[src/rtl/pipe_ctrl.sv]
// Pipeline sequencer for the five-stage MIPS core: PC / pipeline-register enables
// and clears, MDU occupancy tracking, and stall/flush performance counters.
module pipe_ctrl #(
  parameter int unsigned MULT_CYCLES = 5,
  parameter int unsigned DIV_CYCLES  = 10
) (
  input  logic        clk,
  input  logic        reset,
  input  logic        D_stall_hazard,
  input  logic        D_md_use,
  input  logic        E_md_start,
  input  logic        E_md_is_div,
  input  logic        M_req,
  output logic        pc_en,
  output logic        FD_en,
  output logic        DE_en,
  output logic        EM_en,
  output logic        MW_en,
  output logic        FD_clear,
  output logic        DE_clear,
  output logic        EM_clear,
  output logic        MW_clear,
  output logic        MW_req,
  output logic        E_md_busy,
  output logic        md_done,
  output logic        md_overlap_err,
  output logic [31:0] stall_cnt,
  output logic [31:0] flush_cnt
);

  typedef enum logic [1:0] {
    IDLE = 2'd0,
    MUL  = 2'd1,
    DIV  = 2'd2
  } md_state_e;

  localparam logic [3:0] MULT_LOAD = 4'(MULT_CYCLES);
  localparam logic [3:0] DIV_LOAD  = 4'(DIV_CYCLES);

  md_state_e   state_q, state_d;
  logic [3:0]  cnt_q, cnt_d;
  logic        overlap_q, overlap_d;
  logic [31:0] stall_cnt_q, stall_cnt_d;
  logic [31:0] flush_cnt_q, flush_cnt_d;

  logic busy;
  logic md_last;
  logic md_accept;
  logic stall;

  assign busy    = (state_q != IDLE);
  assign md_last = busy & (cnt_q == 4'd1);
  // The final busy cycle is also an acceptance point, so back-to-back MDU ops
  // leave no idle bubble; a start squashed by M_req never launches.
  assign md_accept = E_md_start & ~M_req & (~busy | md_last);
  assign stall     = D_stall_hazard | (D_md_use & (busy | E_md_start));

  // NOTE: every always_comb variable gets a default first so no latch is inferred.
  always_comb begin
    state_d     = state_q;
    cnt_d       = cnt_q;
    overlap_d   = overlap_q;
    stall_cnt_d = stall_cnt_q;
    flush_cnt_d = flush_cnt_q;

    if (busy) begin
      cnt_d = cnt_q - 4'd1;
      if (md_last) begin
        state_d = IDLE;
      end
      if (E_md_start & ~md_last) begin
        overlap_d = 1'b1;
      end
    end

    if (md_accept) begin
      state_d = E_md_is_div ? DIV : MUL;
      cnt_d   = E_md_is_div ? DIV_LOAD : MULT_LOAD;
    end

    if (M_req) begin
      flush_cnt_d = flush_cnt_q + 32'd1;
    end else if (stall) begin
      stall_cnt_d = stall_cnt_q + 32'd1;
    end
  end

  // Pipeline control decode: reset > M_req > stall > run, all combinational.
  always_comb begin
    pc_en    = 1'b1;
    FD_en    = 1'b1;
    DE_en    = 1'b1;
    EM_en    = 1'b1;
    MW_en    = 1'b1;
    FD_clear = 1'b0;
    DE_clear = 1'b0;
    EM_clear = 1'b0;
    MW_clear = 1'b0;
    MW_req   = 1'b0;

    if (reset) begin
      FD_clear = 1'b1;
      DE_clear = 1'b1;
      EM_clear = 1'b1;
      MW_clear = 1'b1;
    end else if (M_req) begin
      FD_clear = 1'b1;
      DE_clear = 1'b1;
      EM_clear = 1'b1;
      MW_req   = 1'b1;
    end else if (stall) begin
      pc_en    = 1'b0;
      FD_en    = 1'b0;
      DE_clear = 1'b1;
    end
  end

  // NOTE: sequential state uses non-blocking assignments only.
  always_ff @(posedge clk) begin
    if (reset) begin
      state_q     <= IDLE;
      cnt_q       <= 4'd0;
      overlap_q   <= 1'b0;
      stall_cnt_q <= 32'd0;
      flush_cnt_q <= 32'd0;
    end else begin
      state_q     <= state_d;
      cnt_q       <= cnt_d;
      overlap_q   <= overlap_d;
      stall_cnt_q <= stall_cnt_d;
      flush_cnt_q <= flush_cnt_d;
    end
  end

  assign E_md_busy      = busy;
  assign md_done        = md_last;
  assign md_overlap_err = overlap_q;
  assign stall_cnt      = stall_cnt_q;
  assign flush_cnt      = flush_cnt_q;

endmodule

[config.mk]
export PLATFORM = sky130hd
export DESIGN_NAME = pipe_ctrl
export DESIGN_NICKNAME = d
export VERILOG_FILES = /design/src/rtl/pipe_ctrl.sv
export SDC_FILE = /design/constraint.sdc
export NUM_CORES = 1
export LEC_CHECK = 0
export CORE_ASPECT_RATIO = 2
export CORE_MARGIN = 2
export CORE_UTILIZATION = 45
export CTS_BUF_LIST = sky130_fd_sc_hd__clkbuf_4
export DETAILED_ROUTE_END_ITERATION = 10
export PLACE_DENSITY = 0.69
export SYNTH_ARGS = -nofsm -noshare
export SYNTH_HDL_FRONTEND = slang
export SYNTH_SLANG_ARGS = --single-unit
[constraint.sdc]
create_clock -name clk -period 4.09 [get_ports clk]
set_clock_uncertainty 0.05 [all_clocks]
set_input_delay 1.227 -clock clk [delete_from_list [all_inputs] [get_ports clk]]
set_output_delay 1.227 -clock clk [all_outputs]
set_load 0.02 [all_outputs]
==> results by group <==
Power
  • Switching Share: 25.39%
  • Clk pwr share: 31.9%
  • Int Pwr: 888.6 uW
  • Max VDD drop: 0.1674 mV
  • P_sw: 302.4 uW
  • Reg power frac: 59.9%
  • Logic pwr share: 8.2%
  • Static Leakage: 0.001391 uW
  • Pwr dens: 267.2 nW/um2
  • Total Power: 1191 uW

Yosys
  • #FFs+latches synth: 71
  • Synth area leaders: dfxtp_1 40%, or4_1 7.9%, o31ai_1 7.4%
  • Mapped Cells: 413
  • Synth area leader: dfxtp_1
  • Primary FF master, synth: dfxtp_1
  • Synth Cell Area: 3538 um2
  • Synth Area per Inst: 8.568 um2
  • Yosys warns: 0
  • Post-synth EDFFs: 0
  • Cell variety after synth: 45
  • Top cell type's share of synthesized area: 40.17%
  • Register area share after synthesis: 40.17%
  • FFs w/ async S/R, synth: 0%

Detailed routing
  • Vias post-DR: 3433
  • DR pass1 iterations: 4
  • Initial DRC count: 246
  • Post-DR wirelength/cell: 15.05 um
  • Vias/cell: 5.919
  • DRC Markers: 0
  • Post-route ant nets: 0
  • Final wirelength: 8730 um

Die
  • Placeable Area: 7601 um2
  • Chip width: 66.70 um
  • Die area: 8631 um2
  • # rows: 45
  • IO Pins: 84
  • Die H: 129.4 um
  • Initial Util: 46.55%

Final layout
  • Final net count: 492
  • P&R area growth vs syn: 25.99%
  • Fill cells: 716
  • Share of layout cells above drive strength 1: 7.423%

Critical path
  • Crit Path Max Fanout: 12
  • CP Class: input pin to primary output
  • CP arrival: 2.69 ns
  • CP Launch Type: input pin
  • Type of destination of the critical path: primary output
  • Worst Path Required: 2.81 ns

Clock network
  • Post-CTS Setup Bufs: 0
  • Clock Sinks: 71
  • TritonCTS clock tree: yes
  • Worst skew pair latency: 0.41 ns
  • CTS buffer count: 9
  • Reg clk slew, reported paths: 0.11 ns
  • Root Driver: clkbuf_4
  • Max clock buf depth: 2
  • H-tree lvl count: 3

Place
  • Post-DP HPWL: 6090 um
  • # port buffers: 80
  • Gpl congestion: 0.7803

Run status
  • Status: finished, final reports clean

STA
  • Slew headroom: 64.57%
  • Fmax: 252.1 MHz
  • Post-route clock period utilization: 96.98%
  • Final setup violation count: 0
  • TNS Setup: 0 ns
  • Max Transition Viols Final: 0
  • RSZ-0062 raised after global routing: no
  • Fin crit period: 3.966 ns
  • Final hold slack: 0.4320 ns
  • Final hold vios: 0
  • Measured slew at the worst slew-check pin: 0.5259 ns

GRT
  • Most Crowded Layer GR: met2
  • Largest net degree at the start of global routing: 47
  • M3 GR Usage: 3.472%
  • Vias in the first global route: 3232
  • First-pass GRT wire length: 14520 um
  • Total gr overflow: 0
  • Met2 Resource Use GR: 38.18%
  • Initial antenna violation count: 1
  • Tot GR Track Use: 21.28%
  • Met1 Track Usage GR: 23.35%

Job
  • Maxcap violations: 0

Worst hold path
  • Hold Crit Class: flop to flop
cells in the final DEF, fill, tap and decap left out, drive strengths merged, types with 3 or more instances in the layout:
master	instances
a21oi	49
and2	3
and3	4
and4	6
buf	9
clkbuf	13
clkdlybuf4s50	76
conb	3
dfxtp	71
dlygate4sd2	3
ha	4
inv	14
nand2	21
nand2b	3
nand3	13
nand4	15
nor2	25
nor2b	5
nor3	3
nor4	3
o211ai	6
o21ai	14
o31ai	35
or3	12
or4	40
xnor2	4
xor2	12
timing repair:
action                     CTS  global route
resized for setup            4             0
hold buffers                 0             0
setup endpoints to repair    3             0
worst paths after layout:
path | startpoint | slack, ns | endpoint | cells after the start
max reg2reg | stall_cnt[2]$_SDFFE_PP0P_ | 1.64 | stall_cnt[28]$_SDFFE_PP0P_ | 4
min reg2reg | state_q[1]$_SDFFE_PP0P_ | 0.43 | state_q[1]$_SDFFE_PP0P_ | 2
max | M_req | 0.12 | MW_req | 4
min | state_q[1]$_SDFFE_PP0P_ | 0.43 | state_q[1]$_SDFFE_PP0P_ | 2
layer usage:
| metal | part of all wire [%] | vias up | routed length (um) |
|---|---|---|---|
| li1 | - | 1691 | - |
| met1 | 41 | 1639 | 3540 |
| met2 | 53 | 84 | 4598 |
| met3 | 4.0 | 19 | 348 |
| met4 | 2.8 | 0 | 242 |
| met5 | 0 | - | 0 |
kinds of logic (layout without fill, tap and decap cells):
family	Yosys count	count (layout)	share of synthesized area [%]
buffers and inverters	47	117	6.365
other	1	4	0.1060
muxes	4	4	1.202
xor gates and xnor gates	16	16	3.960
and+or+nand+nor	157	157	26.98
DFF	71	71	40.17
AOI/OAI and AO/OA	113	113	19.80
adders and majority gates	4	4	1.414
cells in the mapped netlist, drive strengths merged (4+ instances only):
cell type and number:
clkbuf 19, and4 6, nor2 25, nand2 21
o211ai 6, buf 14, xnor2 4, dfxtp 71
o21ai 14, inv 14, o31ai 35, ha 4
or4 40, nand3 13, xor2 12, nand4 15
or3 12, and3 4, nor2b 5, a21oi 49
worst max-delay path: stages:
cell	delay [ns]
clkdlybuf4s50_1	0.50
buf_4	0.21
nor2b_1	0.14
clkdlybuf4s50_1	0.60
area by class of cell:
cell class	count	area (um2)	share of cell area [%]
inverters	14	52.55	1.179
clock inverters	2	8.758	0.1965
clock buffers	13	97.59	2.189
flip-flops and latches	71	1421	31.88
well taps	94	117.6	2.638
diodes	1	2.502	0.05613
multi-input cells	297	1906	42.74
repair buffers	88	852.1	19.11
registers in the layout (all words and copies together) (netlist names):
signal,flops
md_overlap_err,1
state_q,2
stall_cnt,32
flush_cnt,32
cnt_q,4
per-stage QoR:
stage / setup slack, ns / cells / cell area (um2) / utilization, %
after floorplan: 0.3515 / 415 / 3546 / -
after detailed placement: -0.04295 / 564 / 4350 / 57.23
after global routing: 0.06627 / 580 / 4458 / 58.65
final: 0.1236 / 580 / 4458 / 58.65
after CTS: 0.1202 / 579 / 4456 / 58.62
after global placement: -0.01666 / 564 / 4350 / 57.23
power by group through the flow:
stage          sequential, uW  clock (uW)  combinational [uW]
3_3_place_gp              729           0                96.6
2_1_floorplan             731           0                58.7
3_5_place_dp              729           0                98.7
5_1_grt                   716         419                 108
6_report                  713         380                97.5
4_1_cts                   713         393                98.4
(Power assumes the default switching activity.)
